## config.mk

```make
export PLATFORM = sky130hd
export DESIGN_NAME = online_sd_to_tc
export DESIGN_NICKNAME = d
export VERILOG_FILES = /design/src/rtl/online_sd_to_tc.sv
export SDC_FILE = /design/constraint.sdc
export NUM_CORES = 1
export LEC_CHECK = 0
export BUFFER_PORTS_ARGS = -buffer_cell sky130_fd_sc_hd__buf_2
export CAP_MARGIN = 20
export CORE_MARGIN = 5
export CORE_UTILIZATION = 55
export CTS_CLUSTER_DIAMETER = 30
export CTS_CLUSTER_SIZE = 24
export DETAILED_ROUTE_END_ITERATION = 12
export PLACE_DENSITY = 0.78
export SYNTH_ARGS = -nofsm -noshare
export SYNTH_HDL_FRONTEND = slang
export SYNTH_SLANG_ARGS = --single-unit
```

## constraint.sdc

```tcl
create_clock -name clk -period 2 [get_ports clk]
set_clock_uncertainty 0.05 [all_clocks]
set_input_delay 0 -clock clk [delete_from_list [all_inputs] [get_ports clk]]
set_output_delay 0 -clock clk [all_outputs]
set_load 0.01 [all_outputs]
```

## src/rtl/online_sd_to_tc.sv

```systemverilog
// online_sd_to_tc: digit-serial MSD-first signed-digit to two's-complement converter
// using Q/QM on-the-fly conversion, one digit per clock. Rev 1.0
`default_nettype none

module online_sd_to_tc #(
   parameter int STAGE = 8
) (
   input  logic                  clk,
   input  logic                  nrst,
   input  logic                  in_valid,
   output logic                  in_ready,
   input  logic [2*(STAGE+12)-1:0] in_data,
   output logic                  out_valid,
   input  logic                  out_ready,
   output logic [STAGE+12:0]     out_data,
   output logic                  busy
);

   localparam int NDIG = STAGE + 12;
   localparam int CW   = $clog2(NDIG);

   localparam logic [1:0] IDLE = 2'd0;
   localparam logic [1:0] CONV = 2'd1;
   localparam logic [1:0] DONE = 2'd2;

   logic [1:0]        state;
   logic [1:0]        state_nx;
   logic [CW-1:0]     cnt;
   logic [2*NDIG-1:0] sr;
   logic [NDIG:0]     q;
   logic [NDIG:0]     qm;
   logic [NDIG:0]     q_nx;
   logic [NDIG:0]     qm_nx;
   logic [1:0]        digit;
   logic              accept;
   logic              last;

   assign digit  = sr[2*NDIG-1 -: 2];
   assign accept = in_valid && in_ready;
   assign last   = (state == CONV) && (cnt == '0);

   always_ff @(posedge clk) begin
      if (!nrst)
         state <= IDLE;
      else
         state <= state_nx;
   end

   always_comb begin
      state_nx = state;
      case (state)
         IDLE:    if (in_valid) state_nx = CONV;
         CONV:    if (cnt == '0) state_nx = DONE;
         DONE:    if (out_ready) state_nx = in_valid ? CONV : IDLE;
         default: state_nx = IDLE;
      endcase
   end

   always_comb begin
      busy     = (state == CONV);
      in_ready = (state == IDLE) || ((state == DONE) && out_ready);
   end

   // QM always tracks Q-1, so a -1 digit selects from QM instead of borrowing.
   // Encodings 00 and 11 both fall into the zero-digit default.
   always_comb begin
      q_nx  = {q[NDIG-1:0], 1'b0};
      qm_nx = {qm[NDIG-1:0], 1'b1};
      case (digit)
         2'b10: begin
            q_nx  = {q[NDIG-1:0], 1'b1};
            qm_nx = {q[NDIG-1:0], 1'b0};
         end
         2'b01: begin
            q_nx  = {qm[NDIG-1:0], 1'b1};
            qm_nx = {qm[NDIG-1:0], 1'b0};
         end
         default: ;
      endcase
   end

   always_ff @(posedge clk) begin
      if (!nrst) begin
         cnt       <= '0;
         sr        <= '0;
         q         <= '0;
         qm        <= '0;
         out_data  <= '0;
         out_valid <= 1'b0;
      end else begin
         if (accept) begin
            sr  <= in_data;
            q   <= '0;
            qm  <= '1;
            cnt <= CW'(NDIG - 1);
         end else if (state == CONV) begin
            sr  <= {sr[2*NDIG-3:0], 2'b00};
            q   <= q_nx;
            qm  <= qm_nx;
            cnt <= cnt - 1'b1;
         end
         if (last) begin
            out_data  <= q_nx;
            out_valid <= 1'b1;
         end else if ((state == DONE) && out_ready) begin
            out_valid <= 1'b0;
         end
      end
   end

endmodule

`default_nettype wire

```

---- Word level (Yosys, flattened, before mapping) ----
Cells that the tools add are included.
word-level totals
  register bits ........................... 109
  bits of input ports ..................... 44
  logic and storage cells ................. 42
  output and inout bits ................... 24
operators by class
  bitwise operators ....................... 1
  equality and inequality tests ........... 7
  mux-type cells .......................... 15
  reductions and logical operators ........ 10
  add/subtract/negate cells ............... 1
operators by type and width
  operator               number
  $mux W40               2
  $pmux W21 S2           1
  $mux W20               2
  $pmux W20 S2           1
  $mux W5                2
  $mux W2                3
  $pmux W2 S3            1
  $logic_not A5 Y1       1
  $sub A5 B1 Y5 const B  1
  $eq A2 B1 Y1 const B   2
  $eq A2 B2 Y1 const B   2
  $ne A2 B2 Y1 const B   2
  $reduce_bool A2 Y1     2
  $logic_and A1 B1 Y1    3
  $mux W1                3
  $reduce_and A3 Y1      1
  $logic_not A2 Y1       1
  $ne A2 B1 Y1 const B   1
  $reduce_or A2 Y1       1
  $logic_or A1 B1 Y1     1
  $not A1 Y1             1

---- Logic depth before layout (Yosys ltp) ----
Gate-level depths: netlist (run 1).
  depth after elaboration ................. 5
  depth in mapped cells ................... 8

---- Worst setup path after synthesis (run 1) ----
OpenSTA, ideal clock, no wires.
  path type ............................... reg-to-reg
  start ................................... reg sr[38]
  end ..................................... reg qm[10]
  required time ........................... 1827 ps
  clock period less this slack ............ 1864 ps
  buffers on the path ..................... 2
  arrival ................................. 1691 ps
  path slack .............................. 136 ps
  cell stages (with the launch flop) ...... 8
  cells stage by stage .................... dfxtp_1 > inv_1 > ha_1 > or2_2 > clkbuf_1 > clkbuf_1 > a221oi_1 > nor2_1
on the way
  cells in the longest elaborated chain, start to end .. 4
  elaborated cells between the ends (all ways) .. 5
ends and longest elaborated chain
  item                                          line  source
  from (decl)                                   29    logic [2*NDIG-1:0] sr;
  from (signal assigned)                        92    sr <= in_data;
  from (signal assigned)                        97    sr <= {sr[2*NDIG-3:0], 2'b00};
  $eq A2 B1 Y1 or $eq A2 B2 Y1 (tied branches)  69    case (digit)
  $pmux W20 S2 *                                69
  $mux W20 *                                    96    end else if (state == CONV) begin
  $mux W20 *                                    91    if (accept) begin
  to (signal assigned)                          99    qm <= qm_nx;
  to (decl)                                     31    logic [NDIG:0] qm;
Mark *: on every way between the ends. The rest lies on a longest branch, timed or not. The select of a mux whose other input is x is not followed.
A chain may end at the register's enable or synchronous reset.

---- Worst setup path after layout (run 1) ----
  start ................................... reg sr[38]
  end ..................................... reg qm[3]
Same word-level chain as after synthesis.

==> run summary, run 1 <==
status = complete, no violations
Global Route met1 Usage = 27.7%
largest net degree at the start of global routing = 57
cell with the most instances after synthesis = dfxtp_1
Critical R2R Launch = sr[38]$_SDFFE_PN0P_
reg2reg end = qm[3]$_SDFFE_PN0P_
vias per inst = 5.95
nets@finish = 579
ANT nets after route = 0
clk_lat worst skew = 370 ps
type of the tightest min-delay check = primary input to register
CTS tree = yes
average routed wire per standard cell = 16.4 um
first-pass GRT wire length = 18000 um
Max Cap Viol = 0
number of global-route vias before repair = 3742
Clk Tree Root Cell = clkbuf_8
fmax = 532 MHz
Pint = 0.00347 W
Avg Cell Area, Syn = 9.87 um2
dominant synthesized flop cell = dfxtp_1
Finished Cell Area = 5400 um2
#FFs+latches synth = 109
drt pass-1 iters = 5
yosys synthesis warning count = 0
antenna violations before repair = 0
Starting Density = 56.6%
sw frac = 28.0%
met3 Track Usage GR = 4.77%
Num CTS Buffers = 9
Area contributors post-synth = dfxtp_1 50%, a221o_1 8.7%, and3_1 5.4%
vias after detailed routing = 3804
Global Route met2 Usage = 37.5%
die height = 99.2 um
leakage = 2.55 nW
Power Density = 893 nW/um2
Setup CP Type = register to register
die width = 99.2 um
clk buf depth = 2
Flop pwr share = 51.9%
Ports = 68
fraction of registers with async set/reset = 0%
final worst slack = 122 ps
Worst EP required = 2210 ps
grt peak-use layer = met2
clk sinks = 109
RSZ-0062 raised after global routing = no
synthesized area = 4370 um2
worst slew pin tran = 517 ps
Final Cycle Share = 93.9%
# Post-CTS Setup Buffers = 0
fin crit period = 1880 ps
global route overflow = 0
HPWL Detailed = 6520 um
launch point of the critical path = sr[38]$_SDFFE_PN0P_
Gate power share = 17.0%
Fin. Hold Viols = 0
I/O Buffers = 67
Post-Route WL = 10500 um
Global Route Usage Sum = 21.9%
post-synth cell types = 34
cell taking the most area after synthesis = dfxtp_1
CTS HTree Levels = 3
Layout area overhead = 23.5%
Critical Path Start Type = register
end point of the critical path = qm[3]$_SDFFE_PN0P_
setup_tns = 0 ps
Slew headroom = 65.4%
r2r worst-path depth = 6
post-synthesis sequential area ratio = 49.9%
Gate Count Post-Synth = 443
Clock power frac = 31.1%
setup slack, reg-to-reg = 120 ps
core area = 7730 um2
Final setup viols = 0
placed cell areas = 4740 um2
Yosys top cell area share = 49.9%
Post-Syn Nets = 490
Placement Rows = 32
worst vdd ir = 0.000628 V
final core utilization = 69.9%
ant diodes = 0
Switch Pwr = 0.00135 W
# DRC = 0
Iter 0 DRT Violations = 218
Crit Path Max Fanout = 19
CTS clock-pin slew for the worst setup and hold paths = 100 ps
CP arrival = 2090 ps
Pins Over Slew Limit = 0
share of cells above drive strength 1 = 20.5%
Post-synth EDFFs = 0
Post-synth top cells = 109 x dfxtp_1, 43 x nor2_1, 38 x a221o_1, 38 x and3_1, 28 x clkbuf_1
RePlAce Congestion = 0.804
Crit. End Element = register
Setup WS pre-CTS = 4.27 ps
Hold Path Depth = 4
die area = 9830 um2
-- flip-flops by register name, indices dropped and copies added, names as in the netlist --
name / count
sr: 40
out_data: 21
q: 20
qm: 20
cnt: 5
state: 2
out_valid: 1
-- worst min-delay path by stage --
stage	end	startpoint	slack, ps
after global routing	sr[1]$_SDFFE_PN0P_	in_valid	70
after global placement	sr[22]$_SDFFE_PN0P_	in_data[22]	170
final	sr[1]$_SDFFE_PN0P_	in_valid	60
after floorplan	in_ready	out_ready	80
after CTS	sr[1]$_SDFFE_PN0P_	in_valid	50
after detailed placement	sr[24]$_SDFFE_PN0P_	in_data[24]	180
-- cell usage in the layout (no fill, tap or decap), types with 3 or more instances in the layout --
master	synthesis	layout
dfxtp_1	109	109
buf_2	10	67
nor2_1	43	43
dlygate4sd3_1	0	41
and3_1	38	38
a221o_1	38	38
nand2_1	26	26
o211a_1	23	23
o21ai_0	21	21
a211oi_1	20	20
a22oi_1	20	19
a221oi_1	19	19
buf_4	5	15
clkbuf_8	0	9
inv_1	5	5
a21boi_0	5	5
nand3_1	3	3
ha_1	3	3
-- cell type report --
type,count,area [um2]
tap,102,128
fill,569,2330
inverter,7,26.3
clock inverter,7,108
timing repair buffer,124,878
sequential,109,2180
multi-input combinational,281,1960
clock buffer,9,124
-- kinds of logic after synthesis --
kind of cell             after synthesis  share of synthesized area (%)
AO/OA/AOI/OAI                        152                           29.0
AND/OR/NAND/NOR                      123                           13.9
flip-flops                           109                           49.9
buffers and inverters                 53                           5.78
XOR/XNOR                               3                          0.601
adder cells (fa/ha/maj)                3                          0.858
-- power groups by stage --
stage / Sequential [W] / Clock [W] / Combinational (W)
after floorplan: 0.00253 / 0 / 0.000530
after global placement: 0.00254 / 0 / 0.000723
after detailed placement: 0.00255 / 0 / 0.000747
after CTS: 0.00250 / 0.00154 / 0.000817
after global routing: 0.00253 / 0.00164 / 0.000917
final: 0.00251 / 0.00150 / 0.000820
-- metal layers --
layer	up-vias	part of all wire [%]
met1	1818	44
met4	0	1.3
li1	1854	-
met2	119	50
met3	13	4.8
met5	-	0
-- per-stage QoR --
step | hold WS, ps | power (W) | std cells
4_1_cts | 49.2 | 0.00486 | 639
2_1_floorplan | 82.5 | 0.00306 | 443
3_5_place_dp | 177 | 0.00330 | 582
3_3_place_gp | 174 | 0.00326 | 582
5_1_grt | 70.2 | 0.00508 | 639
6_report | 62.9 | 0.00482 | 639
-- worst max-delay path, cell delays in order (launching register included) --
cell	delay (ps)
dfxtp_1	340
inv_1	40
ha_1	310
buf_4	160
or2_2	440
a221oi_1	330
nor2_1	90
-- what timing repair did --
action | 4_1_cts | 5_1_grt
endpoints found under the hold margin | 42 | 0
endpoints found under the setup margin | 2 | 32
resized for setup | 1 | 3
hold buffers | 41 | 0
Note: power is estimated with default switching activity, not from simulation.
==> run 2: changes to the inputs <==
--- a/config.mk
+++ b/config.mk
@@ -12,7 +12,7 @@
 export CTS_CLUSTER_DIAMETER = 30
 export CTS_CLUSTER_SIZE = 24
 export DETAILED_ROUTE_END_ITERATION = 12
-export PLACE_DENSITY = 0.78
+export PLACE_DENSITY = 0.81
 export SYNTH_ARGS = -nofsm -noshare
 export SYNTH_HDL_FRONTEND = slang
 export SYNTH_SLANG_ARGS = --single-unit
==> run 2 against run 1 <==
Net effect:
- non-clock buffer count decreased by 3
- design area decreased by 1.2%
- clock power decreased by 18%
- count of clock-buffer cells in the layout increased by 1
- via count increased by 0.39%
- first-iteration DRC count decreased by 20%
- wire length decreased by 0.60%
- power decreased by 5.7%
- sequential share of layout area increased by 0.50 points
- fmax increased by 1.2%
==> run summary, run 2 (synthesis gave the netlist of run 1 again) <==
status = complete, no violations
die area = 9830 um2
RePlAce Congestion = 0.829
die width = 99.2 um
average routed wire per standard cell = 16.3 um
Non-Filler Instances = 636
Power Density = 852 nW/um2
max reg flops = 40
type of the tightest min-delay check = primary input to register
Placed Cells = 579
Gate power share = 17.9%
antenna violations before repair = 0
# DRC = 0
setup_tns = 0 ps
sw frac = 28.8%
Finished Cell Area = 5340 um2
die height = 99.2 um
CTS clock-pin slew for the worst setup and hold paths = 100 ps
Crit. End Element = register
Flop pwr share = 55.0%
leakage = 2.52 nW
Starting Density = 56.6%
Crit-path slowest cell = or2_2
drt pass-1 iters = 5
Clock power frac = 27.1%
Num CTS Buffers = 9
number of global-route vias before repair = 3703
final worst slack = 144 ps
Iter 0 DRT Violations = 175
vias after detailed routing = 3819
nets@finish = 576
HPWL Detailed = 6130 um
commonest non-fill, non-tap cell in the layout = dfxtp_1
worst vdd ir = 0.000574 V
Post-Route WL = 10400 um
Fin. Hold Viols = 0
clk sinks = 109
Max Cap Viol = 0
vias per inst = 6.00
Critical Path Max Stage Delay = 470 ps
Crit Path Max Fanout = 19
Ports = 68
Pint = 0.00324 W
ant diodes = 0
Final setup viols = 0
Pins Over Slew Limit = 0
Critical Path Start Type = register
Placement Rows = 32
Worst EP required = 2210 ps
fin crit period = 1860 ps
Switch Pwr = 0.00131 W
CTS HTree Levels = 3
placed cell areas = 4730 um2
CTS tree = yes
largest net degree at the start of global routing = 90
RSZ-0062 raised after global routing = no
Global Route Usage Sum = 22.0%
clk_lat worst skew = 370 ps
Final Cycle Share = 92.8%
Setup CP Type = register to register
global route overflow = 0
CP cell instances = inv_1 -> ha_1 -> or2_2 -> a221oi_1 -> nor2_1
Setup WS pre-CTS = 15.3 ps
share of cells above drive strength 1 = 19.7%
fmax = 539 MHz
Most flops, register = sr
ANT nets after route = 0
Layout area overhead = 22.0%
Fillers = 575
CP arrival = 2070 ps
first-pass GRT wire length = 18000 um
Largest regs = sr (40), out_data (21)
Clk Tree Root Cell = clkbuf_8
Slew headroom = 51.1%
clk buf depth = 2
core area = 7730 um2
I/O Buffers = 67
worst slew pin tran = 734 ps
most frequent cells in the layout = 109 x dfxtp_1, 67 x buf_2, 43 x nor2_1
Final Power = 0.00455 W
==> run 2: stage by stage <==
stage,utilization (%),hold slack [ps]
final,69.0,60.9
after global routing,69.0,40.3
after CTS,69.0,44.2
after detailed placement,61.3,180
after global placement,61.3,175
after floorplan,-,82.5
==> run 2: worst paths after layout <==
path	start	endpoint	slack (ps)	depth (start not counted)
max	sr[38]$_SDFFE_PN0P_	qm[9]$_SDFFE_PN0P_	140	5
min	in_valid	sr[1]$_SDFFE_PN0P_	60	4
max reg2reg	sr[38]$_SDFFE_PN0P_	qm[9]$_SDFFE_PN0P_	140	5
min reg2reg	sr[0]$_SDFFE_PN0P_	sr[0]$_SDFFE_PN0P_	440	2
==> run 2: timing repair <==
| action | in CTS | in global routing |
|---|---|---|
| hold endpoints to repair | 42 | 0 |
| gates resized for setup | 1 | 1 |
| hold buffers | 41 | 0 |
| setup buffers | 0 | 0 |
| endpoints found under the setup margin | 12 | 19 |
==> run 2: worst max-delay path: cells and delay by family, from the launching register on <==
kind	cells	cell delay, ps
compound gates	1	330
fa+ha+maj	1	370
buf+inv	1	60
flops	1	380
simple gates	2	560
==> run 2: final cells by class <==
cell class	instances	area (um2)	share of cell area, %
Sequential cell	109	2180	40.9
Inverter	7	26.3	0.492
Multi-Input combinational cell	281	1950	36.5
Timing Repair Buffer	121	868	16.3
Clock inverter	6	45.0	0.844
Tap cell	102	128	2.39
Clock buffer	10	138	2.58
==> run 2: layer usage <==
metal  vias up  GRT usage [%]  wire length, um
met5         -              0                0
li1       1849              -                -
met2       121           36.9             5090
met3         9           5.89              528
met4         0           5.67              106
met1      1840           28.2             4670
==> run 2: power groups by stage <==
stage / registers (W) / logic, W / clock network, W
2_1_floorplan: 0.00253 / 0.000530 / 0
3_3_place_gp: 0.00254 / 0.000720 / 0
3_5_place_dp: 0.00254 / 0.000742 / 0
4_1_cts: 0.00250 / 0.000812 / 0.00128
5_1_grt: 0.00253 / 0.000912 / 0.00137
6_report: 0.00250 / 0.000813 / 0.00123
